`src/rtl/md_sequencer_pkg.sv`:
```
// Shared definitions for the EX-stage multiply/divide sequencer:
// MDC op encodings, sequencer states and the latency counter width.
package md_sequencer_pkg;

    localparam logic [2:0] MD_NONE  = 3'd0;
    localparam logic [2:0] MD_MULT  = 3'd1;
    localparam logic [2:0] MD_MULTU = 3'd2;
    localparam logic [2:0] MD_DIV   = 3'd3;
    localparam logic [2:0] MD_DIVU  = 3'd4;

    localparam int CNT_W = 4;

    typedef enum logic {
        ST_IDLE = 1'b0,
        ST_RUN  = 1'b1
    } state_e;

    // Codes 5-7 are reserved and must never start an operation
    function automatic logic is_valid_op(input logic [2:0] op);
        return (op >= MD_MULT) && (op <= MD_DIVU);
    endfunction

    function automatic logic is_div_op(input logic [2:0] op);
        return (op == MD_DIV) || (op == MD_DIVU);
    endfunction

endpackage

```
`src/rtl/md_sequencer_if.sv`:
```
// EX-stage <-> sequencer bundle: instruction request, HI/LO access and the
// operand/result path to the external combinational MDC.
interface md_sequencer_if;

    logic        Start;
    logic [2:0]  MDCCtrl;
    logic [31:0] SrcA;
    logic [31:0] SrcB;
    logic        HiLoWe;
    logic        HiLoSel;
    logic [31:0] HiLoWD;
    logic [31:0] MDCResult_hi;
    logic [31:0] MDCResult_lo;
    logic [31:0] Md_SrcA;
    logic [31:0] Md_SrcB;
    logic [2:0]  Md_Ctrl;
    logic        Busy;
    logic [31:0] HI;
    logic [31:0] LO;
    logic [31:0] HiLoRD;

    modport slave (
        input  Start, MDCCtrl, SrcA, SrcB, HiLoWe, HiLoSel, HiLoWD,
        input  MDCResult_hi, MDCResult_lo,
        output Md_SrcA, Md_SrcB, Md_Ctrl, Busy, HI, LO, HiLoRD
    );

    modport master (
        output Start, MDCCtrl, SrcA, SrcB, HiLoWe, HiLoSel, HiLoWD,
        output MDCResult_hi, MDCResult_lo,
        input  Md_SrcA, Md_SrcB, Md_Ctrl, Busy, HI, LO, HiLoRD
    );

endinterface

```
`src/rtl/md_latency_counter.sv`:
```
// Down-counter timing a multiply/divide: loaded with the op latency,
// decrements to zero and flags the final busy cycle.
module md_latency_counter
    import md_sequencer_pkg::*;
(
    input  logic             clk,
    input  logic             reset,
    input  logic             load,
    input  logic [CNT_W-1:0] load_value,
    output logic             last
);

    logic [CNT_W-1:0] count;

    // Parks at zero while idle so no spurious last flag can appear
    always_ff @(posedge clk or posedge reset) begin
        if (reset) begin
            count <= '0;
        end else if (load) begin
            count <= load_value;
        end else if (count != '0) begin
            count <= count - 1'b1;
        end
    end

    assign last = (count == CNT_W'(1));

endmodule

```
`src/rtl/md_sequencer.sv`:
```
// Multi-cycle controller for the combinational MDC: holds operands stable
// for a fixed latency, then commits the result into HI/LO.
module md_sequencer
    import md_sequencer_pkg::*;
#(
    parameter int MULT_CYCLES = 5,
    parameter int DIV_CYCLES  = 10
)
(
    input  logic           clk,
    input  logic           reset,
    md_sequencer_if.slave  bus
);

    state_e           state;
    logic             busy;
    logic [31:0]      hi;
    logic [31:0]      lo;
    logic [31:0]      md_src_a;
    logic [31:0]      md_src_b;
    logic [2:0]       md_ctrl;
    logic             start_ok;
    logic             count_last;
    logic             div_by_zero;
    logic [CNT_W-1:0] load_value;

    assign start_ok    = (state == ST_IDLE) && bus.Start && is_valid_op(bus.MDCCtrl);
    assign load_value  = is_div_op(bus.MDCCtrl) ? CNT_W'(DIV_CYCLES) : CNT_W'(MULT_CYCLES);
    assign div_by_zero = is_div_op(md_ctrl) && (md_src_b == '0);

    md_latency_counter u_latency (
        .clk        (clk),
        .reset      (reset),
        .load       (start_ok),
        .load_value (load_value),
        .last       (count_last)
    );

    // A valid start takes priority over an mthi/mtlo in the same cycle
    always_ff @(posedge clk or posedge reset) begin
        if (reset) begin
            state    <= ST_IDLE;
            busy     <= 1'b0;
            hi       <= '0;
            lo       <= '0;
            md_src_a <= '0;
            md_src_b <= '0;
            md_ctrl  <= MD_NONE;
        end else begin
            case (state)
                ST_IDLE: begin
                    if (start_ok) begin
                        md_src_a <= bus.SrcA;
                        md_src_b <= bus.SrcB;
                        md_ctrl  <= bus.MDCCtrl;
                        busy     <= 1'b1;
                        state    <= ST_RUN;
                    end else if (bus.HiLoWe) begin
                        if (bus.HiLoSel) begin
                            hi <= bus.HiLoWD;
                        end else begin
                            lo <= bus.HiLoWD;
                        end
                    end
                end
                ST_RUN: begin
                    if (count_last) begin
                        if (!div_by_zero) begin
                            hi <= bus.MDCResult_hi;
                            lo <= bus.MDCResult_lo;
                        end
                        md_ctrl <= MD_NONE;
                        busy    <= 1'b0;
                        state   <= ST_IDLE;
                    end
                end
                default: begin
                    busy  <= 1'b0;
                    state <= ST_IDLE;
                end
            endcase
        end
    end

    assign bus.Md_SrcA = md_src_a;
    assign bus.Md_SrcB = md_src_b;
    assign bus.Md_Ctrl = md_ctrl;
    assign bus.Busy    = busy;
    assign bus.HI      = hi;
    assign bus.LO      = lo;
    assign bus.HiLoRD  = bus.HiLoSel ? hi : lo;

endmodule

```
`src/flat_wrapper.sv`:
```
// flat-port wrapper written by rule: the top's interface ports become plain ports
module md_sequencer_flat import md_sequencer_pkg::*;
#(
    parameter int MULT_CYCLES = 5,
    parameter int DIV_CYCLES  = 10
)
  (clk, reset, bus_Start, bus_MDCCtrl, bus_SrcA, bus_SrcB, bus_HiLoWe, bus_HiLoSel, bus_HiLoWD, bus_MDCResult_hi, bus_MDCResult_lo, bus_Md_SrcA, bus_Md_SrcB, bus_Md_Ctrl, bus_Busy, bus_HI, bus_LO, bus_HiLoRD);
  md_sequencer_if bus_i ();
  input  logic clk;
  input  logic reset;
  input wire logic [$bits(bus_i.Start)-1:0] bus_Start;
  input wire logic [$bits(bus_i.MDCCtrl)-1:0] bus_MDCCtrl;
  input wire logic [$bits(bus_i.SrcA)-1:0] bus_SrcA;
  input wire logic [$bits(bus_i.SrcB)-1:0] bus_SrcB;
  input wire logic [$bits(bus_i.HiLoWe)-1:0] bus_HiLoWe;
  input wire logic [$bits(bus_i.HiLoSel)-1:0] bus_HiLoSel;
  input wire logic [$bits(bus_i.HiLoWD)-1:0] bus_HiLoWD;
  input wire logic [$bits(bus_i.MDCResult_hi)-1:0] bus_MDCResult_hi;
  input wire logic [$bits(bus_i.MDCResult_lo)-1:0] bus_MDCResult_lo;
  output wire logic [$bits(bus_i.Md_SrcA)-1:0] bus_Md_SrcA;
  output wire logic [$bits(bus_i.Md_SrcB)-1:0] bus_Md_SrcB;
  output wire logic [$bits(bus_i.Md_Ctrl)-1:0] bus_Md_Ctrl;
  output wire logic [$bits(bus_i.Busy)-1:0] bus_Busy;
  output wire logic [$bits(bus_i.HI)-1:0] bus_HI;
  output wire logic [$bits(bus_i.LO)-1:0] bus_LO;
  output wire logic [$bits(bus_i.HiLoRD)-1:0] bus_HiLoRD;
  assign bus_i.Start = bus_Start;
  assign bus_i.MDCCtrl = bus_MDCCtrl;
  assign bus_i.SrcA = bus_SrcA;
  assign bus_i.SrcB = bus_SrcB;
  assign bus_i.HiLoWe = bus_HiLoWe;
  assign bus_i.HiLoSel = bus_HiLoSel;
  assign bus_i.HiLoWD = bus_HiLoWD;
  assign bus_i.MDCResult_hi = bus_MDCResult_hi;
  assign bus_i.MDCResult_lo = bus_MDCResult_lo;
  assign bus_Md_SrcA = bus_i.Md_SrcA;
  assign bus_Md_SrcB = bus_i.Md_SrcB;
  assign bus_Md_Ctrl = bus_i.Md_Ctrl;
  assign bus_Busy = bus_i.Busy;
  assign bus_HI = bus_i.HI;
  assign bus_LO = bus_i.LO;
  assign bus_HiLoRD = bus_i.HiLoRD;
  md_sequencer #(.MULT_CYCLES(MULT_CYCLES), .DIV_CYCLES(DIV_CYCLES)) u_core (.clk(clk), .reset(reset), .bus(bus_i));
endmodule
```
`config.mk`:
```
export PLATFORM = sky130hd
export DESIGN_NAME = md_sequencer_flat
export DESIGN_NICKNAME = d
export VERILOG_FILES = /design/src/rtl/md_sequencer_pkg.sv /design/src/rtl/md_sequencer_if.sv /design/src/rtl/md_latency_counter.sv /design/src/rtl/md_sequencer.sv /design/src/flat_wrapper.sv
export SDC_FILE = /design/constraint.sdc
export NUM_CORES = 1
export LEC_CHECK = 0
export ABC_AREA = 1
export BUFFER_PORTS_ARGS = -buffer_cell sky130_fd_sc_hd__buf_2
export CAP_MARGIN = 20
export CORE_UTILIZATION = 37
export DETAILED_ROUTE_END_ITERATION = 6
export PLACE_DENSITY = 0.67
export SLEW_MARGIN = 25
export SYNTH_ARGS = -nofsm -noshare
export SYNTH_HDL_FRONTEND = slang
export SYNTH_SLANG_ARGS = --single-unit
export TNS_END_PERCENT = 20
```
`constraint.sdc`:
```
create_clock -name clk -period 5.64 [get_ports clk]
set_clock_uncertainty 0.05 [all_clocks]
set_input_delay 1.128 -clock clk [delete_from_list [all_inputs] [get_ports clk]]
set_output_delay 1.128 -clock clk [all_outputs]
set_load 0.02 [all_outputs]
```
Word level (Yosys, flattened, before mapping)
Cells that the tools add are included.

storage, ports and cells
  register bits = 137
  bits of input ports = 168
  output and inout bits = 164

cells by class
  $add $sub $neg = 1
  order comparisons = 2
  eq/ne operators = 12
  multiplexer cells = 25
  bitwise operators = 1
  reductions and logical operators = 13

operators by type and width
  operator                                                                number
  32-bit 2-to-1 mux                                                       11
  32-bit case mux with 2 select lines                                     2
  32-bit zero test                                                        1
  4-bit 2-to-1 mux                                                        3
  2-bit != test (second input constant)                                   6
  5-bit AND reduction                                                     2
  3-bit by 2-bit == test with 1-bit output (second input constant)        2
  3-bit == test (second input constant)                                   2
  3-bit 2-to-1 mux                                                        2
  3-bit case mux with 2 select lines                                      1
  4-bit by 1-bit == test with 1-bit output (second input constant)        1
  1-bit logical AND                                                       4
  1-bit 2-to-1 mux                                                        4
  1-bit case mux with 2 select lines                                      2
  2-bit AND reduction                                                     2
  4-bit nonzero test                                                      1
  4-bit by 1-bit subtractor with 4-bit output (second input constant)     1
  3-bit by 1-bit >= comparator with 1-bit output (second input constant)  1
  3-bit <= comparator (second input constant)                             1
  1-bit logical OR                                                        2
  2-bit by 1-bit != test with 1-bit output (second input constant)        1
  2-bit nonzero test                                                      1
  1-bit inverter                                                          1

Depth between registers and ports, before layout
Gate-level depths: netlist (run 1).

  depth in word-level cells = 6
  mapped depth = 10
  mapped depth without buffers = 9

Hierarchy
From an unflattened synthesis (run 1), not the netlist that was laid out.

unflattened totals
  cell total of the unflattened synthesis = 935
  area total of the unflattened synthesis = 6749.0 µm²

by module, submodules not included
  module              times used  cells each  area each (µm²)  sequential area each (µm²)
  md_sequencer        1           898         6471.2           3328.2
  md_latency_counter  1           37          277.8            100.1

Least setup slack after synthesis (run 1)
No wires, ideal clock.

  path type = input -> output
  from = input port bus_HiLoSel
  to = output port bus_HiLoRD[10]
  arrival time = 1.996 ns
  required time = 4.462 ns
  setup slack = 2.466 ns
  stages = 3
  buffers on the path = 2
  cell sequence = clkbuf_1 buf_2 mux2_2

between the ends
  cells in the longest elaborated chain, start to end = 1

RTL lines
  element            RTL line            RTL
  from (decl)        flat_wrapper.sv:16  input wire logic [$bits(bus_i.HiLoSel)-1:0] bus_HiLoSel;
  32-bit 2-to-1 mux  md_sequencer.sv:91  assign bus.HiLoRD = bus.HiLoSel ? hi : lo;
  to (decl)          flat_wrapper.sv:26  output wire logic [$bits(bus_i.HiLoRD)-1:0] bus_HiLoRD;

No other way between the ends.

Final worst setup path (run 1)
  from = input port bus_HiLoSel
  to = output port bus_HiLoRD[12]

Same word-level chain as after synthesis.

==> flow_metrics.py, run 1 <==
metrics = {
    "outcome": {
        "status": "completed",
    },
    "timing": {
        "rsz0062_at_grt": "no",
        "fmax_mhz": 282,
        "setup_viol": 0,
        "tightest_slew_ns": 0.821,
        "final_hold_viol_count": 0,
        "drv_slew": 0,
        "period_share_pct": 62.9,
        "slew-limit-headroom_pct": 45.2,
        "worst_slack_ns": 2.10,
        "finalSetupTns_ns": 0,
        "post-route-min-period_ns": 3.54,
    },
    "logic_synthesis": {
        "synth-edff-count": 0,
        "synthesis.nets": 1027,
        "ys_ff_latch": 137,
        "ys_async_sr_fraction_pct": 100,
        "yosys_warnings": 0,
        "yosysSeqAreaShare_pct": 51.1,
        "syn_avg_cell_area_sq_um": 7.84,
        "synth_area_sq_um": 6710,
        "syn-instance-count": 856,
        "synth_ff_type": "dfrtp_1",
        "synthDistinctLibCells": 23,
    },
    "placement": {
        "place_hpwl_mm": 14.3,
        "place_ws_ns": 1.91,
        "gp_congestion": 0.818,
        "port_buffers": 331,
    },
    "pwr": {
        "leakage_uw": 0.00538,
        "ir_worst_vdd_v": 0.000273,
        "cellPowerDensity_nw_per_um2": 620,
    },
    "route": {
        "routed_wl_mm": 20.6,
        "via_per_inst": 4.79,
        "first_pass_iters": 4,
        "drt_iter0_markers": 375,
        "remaining_drc_errors": 0,
        "wl_per_cell_um": 14.7,
        "vias": 6703,
        "ant_nets": 0,
    },
    "worst_setup_path": {
        "crit_type": "in2out",
        "crit_path_end_kind": "output pin",
        "worst-endpoint-required_ns": 4.46,
        "rrSetupSlack_ns": 2.35,
        "critical_path_arrival_ns": 2.37,
        "crit_fanout": 34,
        "cp-start-kind": "input pin",
    },
    "layout": {
        "drive_above_1_share_pct": 35.0,
        "syn_to_final_growth_pct": 35.2,
        "finalNetCount": 1331,
    },
    "job": {
        "drv_cap": 0,
    },
    "clock_tree": {
        "cts_tree": "done",
        "hold_buffers": 0,
        "ctsResizeCount": 0,
        "clk-insertion-delay-late_ns": 0.41,
        "cts_buffers": 17,
        "clk_pin_slew_ns": 0.07,
        "cts.root.buffer_cell": "clkbuf_16",
        "postCtsSetupBuffers": 0,
        "clock_sinks": 137,
        "htree_levels": 4,
        "cts_max_path_buffers": 2,
    },
    "global_route": {
        "grt_start_max_net_pins": 85,
        "antenna_found_initial": 1,
        "overflow": 0,
        "grt_pass1_vias": 6109,
        "grt_pass1_wl_mm": 31.5,
        "track_usage_pct": 21.9,
    },
    "floorplan": {
        "dieArea_sq_um": 18700,
        "pin_count": 332,
        "num_rows": 48,
        "die_w_um": 137,
        "core-area_sq_um": 17500,
        "initial_utilization_pct": 38.4,
        "die_y_um": 137,
    },
    "worst_hold_path": {
        "hp-class": "reg2reg",
    },
}
[metrics by stage]
stage	cells	instance area [sq um]	utilization (%)	total power, uW	hold slack [ns]
2_1_floorplan	856	6710	-	3530	0.421
3_3_place_gp	1366	8440	48.3	4450	0.410
3_5_place_dp	1366	8440	48.3	4480	0.411
4_1_cts	1398	9060	51.9	5680	0.432
5_1_grt	1399	9070	51.9	6040	0.451
6_report	1399	9070	51.9	5630	0.427
[flip-flops by register name, indices dropped and copies added, names as in the netlist]
register                flops
u_core.bus.HI              32
u_core.bus.LO              32
u_core.bus.Md_SrcA         32
u_core.bus.Md_SrcB         32
u_core.u_latency.count      4
u_core.bus.Md_Ctrl          3
u_core.bus.Busy             1
u_core.state                1
[critical path, cell delays in order]
cell and delay (ns):
buf_2 0.62, mux2_2 0.43, buf_2 0.16
[kinds of logic (layout without fill, tap and decap cells)]
group / Yosys count / after routing / synth area share, %
xor gates and xnor gates: 2 / 2 / 0.261
adders and majority gates: 3 / 3 / 0.560
other: 0 / 1 / 0
muxes: 32 / 32 / 5.37
and+or+nand+nor: 592 / 592 / 36.0
DFF: 137 / 137 / 51.1
buffers and inverters: 73 / 390 / 5.35
AOI/OAI and AO/OA: 17 / 17 / 1.32
[per-layer routing]
metal  vias to the layer above  global-route usage, %  wire length [um]
met4                         0                   6.98               269
met3                        22                   5.11              1530
met2                       277                   36.7              9940
met5                         -                      0                 0
met1                      3063                   27.9              8850
li1                       3341                      -                 -
[layout by cell type, fill, tap and decap left out, types with 2 or more instances in the layout]
master / count
nand2_1: 491
buf_2: 331
dfrtp_1: 136
nand4_1: 66
mux2_2: 32
nor2_1: 19
clkbuf_16: 17
inv_1: 15
o21ai_1: 11
nand3_1: 10
buf_4: 9
clkinv_4: 5
inv_6: 4
a21oi_1: 3
ha_1: 3
bufinv_16: 3
o21ai_0: 2
inv_2: 2
or2_1: 2
inv_8: 2
[path summary, 6_finish.rpt]
path	from	endpoint	cells past startpoint
hold / removal	u_core.bus.Md_SrcA[28]	u_core.bus.Md_SrcA[28]	2
setup reg to reg	u_core.state	u_core.bus.Md_SrcA[10]	6
hold reg to reg	u_core.bus.Md_SrcA[28]	u_core.bus.Md_SrcA[28]	2
min in group asynchronous	reset	u_core.bus.Md_SrcA[5]	2
setup / recovery	bus_HiLoSel	bus_HiLoRD[12]	3
max in group asynchronous	reset	u_core.bus.LO[1]	3
[synth_stat cells, types with 2 or more instances]
| library cell | instances | share of area (%) |
|---|---|---|
| a21oi_1 | 3 | 0.22 |
| buf_1 | 5 | 0.28 |
| buf_2 | 32 | 2.4 |
| buf_6 | 6 | 1.0 |
| clkbuf_1 | 12 | 0.67 |
| dfrtp_1 | 137 | 51 |
| ha_1 | 3 | 0.56 |
| inv_1 | 16 | 0.90 |
| inv_2 | 2 | 0.11 |
| mux2_2 | 32 | 5.4 |
| nand2_1 | 492 | 28 |
| nand3_1 | 10 | 0.75 |
| nand4_1 | 66 | 6.2 |
| nor2_1 | 19 | 1.1 |
| o21ai_0 | 2 | 0.15 |
| o21ai_1 | 11 | 0.82 |
| or2_1 | 2 | 0.19 |
[power by group]
part / total, uW / internal (uW) / switching (uW)
sequential: 1810 / 1450 / 351
combinational: 2640 / 891 / 1750
clock: 1180 / 720 / 455
[area by class of cell]
type | count | area [sq um]
sequential | 137 | 3430
tap | 225 | 282
timing repair buffer | 340 | 1720
multi-input combinational | 646 | 2930
antenna | 1 | 2.50
clock buffer | 18 | 439
inverter | 18 | 72.6
fill | 1687 | 8410
clock inverter | 14 | 188
No activity file was read; power rests on OpenSTA's default activity.
==> run 2: changes to the inputs <==
Clock period 5.64 ns to 3.5 ns, I/O delays scaled along.
==> flow_metrics.py, run 2 (synthesis results as in run 1) <==
metrics = {
    "outcome": {
        "status": "completed",
    },
    "worst_setup_path": {
        "crit_path_cell_trace": "buf_2, buf_12, mux2_2, buf_2",
        "critPathBufInv": 3,
        "crit_top_cell": "buf_2",
        "critical_path_arrival_ns": 1.85,
        "cp_top_family": "buffers and inverters",
        "crit_path_end_kind": "output pin",
        "critPathMaxStageDelay_ns": 0.38,
        "slowest_stage": "buf_2",
        "worst-endpoint-required_ns": 2.75,
        "crit_fanout": 19,
        "cp-start-kind": "input pin",
        "crit_type": "in2out",
    },
    "floorplan": {
        "num_rows": 48,
        "pin_count": 332,
        "die_y_um": 137,
        "core-area_sq_um": 17500,
        "initial_utilization_pct": 38.4,
        "die_w_um": 137,
        "dieArea_sq_um": 18700,
    },
    "timing": {
        "drv_slew": 0,
        "rsz0062_at_grt": "no",
        "fmax_mhz": 385,
        "slew-limit-headroom_pct": 52.1,
        "setup_viol": 0,
        "finalSetupTns_ns": 0,
        "post-route-min-period_ns": 2.60,
        "final_hold_viol_count": 0,
        "tightest_slew_ns": 0.718,
        "period_share_pct": 74.2,
    },
    "clock_tree": {
        "htree_levels": 4,
        "cts_max_path_buffers": 2,
        "cts_tree": "done",
        "clock_sinks": 137,
        "cts_buffers": 17,
        "cts.root.buffer_cell": "clkbuf_16",
        "clk_pin_slew_ns": 0.06,
        "ctsResizeCount": 0,
        "postCtsSetupBuffers": 0,
        "hold_buffers": 0,
        "clk-insertion-delay-late_ns": 0.41,
    },
    "route": {
        "remaining_drc_errors": 0,
        "first_pass_iters": 4,
        "ant_nets": 0,
        "drt_iter0_markers": 283,
        "routed_wl_mm": 21.5,
        "vias": 6826,
        "via_per_inst": 4.85,
        "wl_per_cell_um": 15.3,
    },
    "layout": {
        "finalNetCount": 1339,
        "drive_above_1_share_pct": 35.4,
        "syn_to_final_growth_pct": 36.6,
        "layout_common_cells": "nand2_1, buf_2, dfrtp_1, nand4_1, mux2_2",
        "regArea_sq_um": 3430,
        "final_common_cell": "nand2_1",
        "fillers": 1713,
        "multi_input_area_sq_um": 2940,
        "final_area_sq_um": 9160,
    },
    "placement": {
        "gp_congestion": 0.816,
        "placed_area_sq_um": 8550,
        "place_hpwl_mm": 15.2,
        "port_buffers": 331,
    },
    "global_route": {
        "grt_start_max_net_pins": 66,
        "overflow": 0,
        "antenna_found_initial": 1,
        "grt_pass1_wl_mm": 32.8,
        "grt_pass1_vias": 6340,
        "track_usage_pct": 23.1,
    },
    "worst_hold_path": {
        "hp-class": "in2async",
    },
    "pwr": {
        "ir_worst_vdd_v": 0.000447,
        "leakage_uw": 0.00540,
        "cellPowerDensity_nw_per_um2": 986,
    },
    "job": {
        "drv_cap": 0,
    },
}
-- run 2: power breakdown --
group	switching [uW]	internal [uW]
combinational	2830	1470
clock	719	1070
sequential	596	2340
total	4140	4890
-- run 2: per-stage QoR --
step	hold WS (ns)	total power (uW)	utilization, %	worst slack [ns]	cells
floorplan	0.421	5700	-	1.04	856
global placement	0.407	7220	48.9	0.935	1373
detailed placement	0.411	7290	48.9	0.910	1373
CTS	0.408	9120	52.3	0.909	1405
global route	0.351	9700	52.4	0.809	1407
finish	0.315	9030	52.4	0.903	1407
-- run 2: path summary, 6_finish.rpt --
check / start / end / slack, ns / cells after the start
max: bus_HiLoSel / bus_HiLoRD[11] / 0.90 / 4
min in group clk: u_core.bus.Md_SrcA[29] / u_core.bus.Md_SrcA[29] / 0.42 / 2
max in group asynchronous: reset / u_core.bus.HI[14] / 2.29 / 4
min: reset / u_core.bus.Md_SrcB[16] / 0.31 / 2
min reg2reg: u_core.bus.Md_SrcA[29] / u_core.bus.Md_SrcA[29] / 0.42 / 2
max reg2reg: u_core.state / u_core.bus.HI[20] / 0.95 / 7
-- run 2: cell type report --
cell class / count / area share, %
multi-input cells: 646 / 32.1
clock buffers: 19 / 4.83
diodes: 1 / 0.0273
well taps: 225 / 3.07
repair buffers: 348 / 20.2
clock inverters: 13 / 1.57
inverters: 18 / 0.778
flip-flops and latches: 137 / 37.4
-- run 2: routing by layer --
metal / track usage, % / wire length, um / share of wire [%]
met5: 0 / 0 / 0
met4: 6.67 / 286 / 1.3
met3: 6.00 / 1540 / 7.2
met2: 39.7 / 10400 / 49
met1: 28.2 / 9210 / 43
==> run 3: changes to the inputs <==
Settings changed: PLACE_DENSITY 0.67 to 0.69.
Clock period 3.5 ns to 2.2 ns, I/O delays scaled along.
==> flow_metrics.py, run 3 (synthesis results as in run 1) <==
metrics = {
    "outcome": {
        "status": "completed",
    },
    "route": {
        "remaining_drc_errors": 0,
        "first_pass_iters": 5,
        "ant_nets": 0,
        "via_per_inst": 4.86,
        "vias": 6839,
        "routed_wl_mm": 21.7,
        "drt_iter0_markers": 307,
        "wl_per_cell_um": 15.4,
    },
    "layout": {
        "multi_input_area_sq_um": 2940,
        "layout_common_cells": "nand2_1, buf_2, dfrtp_1, nand4_1, mux2_2",
        "syn_to_final_growth_pct": 36.8,
        "diodes": 0,
        "finalNetCount": 1341,
        "regArea_sq_um": 3430,
        "fillers": 1705,
        "drive_above_1_share_pct": 35.6,
        "final_common_cell": "nand2_1",
        "finalNonFillerCells": 1408,
    },
    "timing": {
        "setup_viol": 0,
        "rsz0062_at_grt": "no",
        "final_hold_viol_count": 0,
        "slew-limit-headroom_pct": 52.7,
        "fmax_mhz": 500,
        "post-route-min-period_ns": 2.00,
        "period_share_pct": 90.9,
        "drv_slew": 0,
        "hold-worst-slack_ns": 0.0754,
        "finalSetupTns_ns": 0,
        "tightest_slew_ns": 0.709,
    },
    "clock_tree": {
        "postCtsSetupBuffers": 0,
        "clk_pin_slew_ns": 0.06,
        "clk-insertion-delay-late_ns": 0.41,
        "hold_buffers": 0,
        "cts_buffers": 17,
        "clock_sinks": 137,
        "cts.root.buffer_cell": "clkbuf_16",
        "htree_levels": 4,
        "ctsResizeCount": 0,
        "cts_tree": "done",
        "cts_max_path_buffers": 2,
    },
    "floorplan": {
        "dieArea_sq_um": 18700,
        "pin_count": 332,
        "die_y_um": 137,
        "num_rows": 48,
        "die_w_um": 137,
        "core-area_sq_um": 17500,
        "initial_utilization_pct": 38.4,
    },
    "worst_setup_path": {
        "critical_path_arrival_ns": 1.51,
        "cp-start-kind": "input pin",
        "crit_fanout": 27,
        "rrSetupSlack_ns": 0.29,
        "crit_type": "in2out",
        "crit_path_end_kind": "output pin",
        "worst-endpoint-required_ns": 1.71,
    },
    "global_route": {
        "track_usage_pct": 23.4,
        "overflow": 0,
        "antenna_found_initial": 2,
        "grt_pass1_vias": 6460,
        "grt_pass1_wl_mm": 33.2,
        "grt_start_max_net_pins": 67,
    },
    "worst_hold_path": {
        "hp-class": "in2async",
    },
    "placement": {
        "post-place-cells": 1376,
        "port_buffers": 331,
        "place_hpwl_mm": 15.3,
        "gp_congestion": 0.838,
    },
    "pwr": {
        "ir_worst_vdd_v": 0.000805,
        "leakage_uw": 0.00542,
        "cellPowerDensity_nw_per_um2": 1560,
    },
    "job": {
        "drv_cap": 0,
    },
}
[run 3: cell type report]
| class | instances | share of cell area, % |
|---|---|---|
| well taps | 225 | 3.07 |
| multi-input cells | 646 | 32.0 |
| clock buffers | 17 | 4.64 |
| flip-flops and latches | 137 | 37.4 |
| clock inverters | 15 | 1.57 |
| repair buffers | 350 | 20.6 |
| inverters | 18 | 0.777 |
[run 3: per-layer routing]
metal	track usage, %	wire length, um	part of all wire [%]
met1	28.4	8980	41
met3	6.74	1710	7.9
met2	40.1	10600	49
met5	0	16	0.074
met4	7.10	351	1.6
[run 3: path summary, 6_finish.rpt]
check                                               start                      to  cells after the start
worst max-delay path                          bus_HiLoSel          bus_HiLoRD[28]                      4
worst min-delay path                                reset        u_core.bus.LO[7]                      2
worst max register to register  u_core.u_latency.count[1]        u_core.bus.LO[2]                      8
worst min register to register     u_core.bus.Md_SrcA[27]  u_core.bus.Md_SrcA[27]                      2
max in group asynchronous                           reset       u_core.bus.HI[11]                      3
min in group clk                             bus_SrcB[10]  u_core.bus.Md_SrcB[10]                      3
[run 3: metrics by stage]
stage	utilization, %	power, uW	worst slack [ns]	instance area (sq um)
after floorplan	-	9060	0.00287	6710
after global placement	49.2	11600	0.201	8610
after detailed placement	49.2	11700	0.190	8610
after CTS	52.5	14500	0.177	9180
after global routing	52.5	15500	0.0899	9180
final	52.5	14400	0.201	9180
[run 3: power by group]
part	leakage, uW	internal, uW	switching (uW)	total, uW
clock	0.000273	1580	1170	2740
sequential	0.00170	3730	940	4670
combinational	0.00345	2390	4550	6940
[run 3: critical path, stage by stage]
cell	delay, ns
buf_2	0.27
buf_12	0.25
mux2_2	0.38
buf_2	0.16
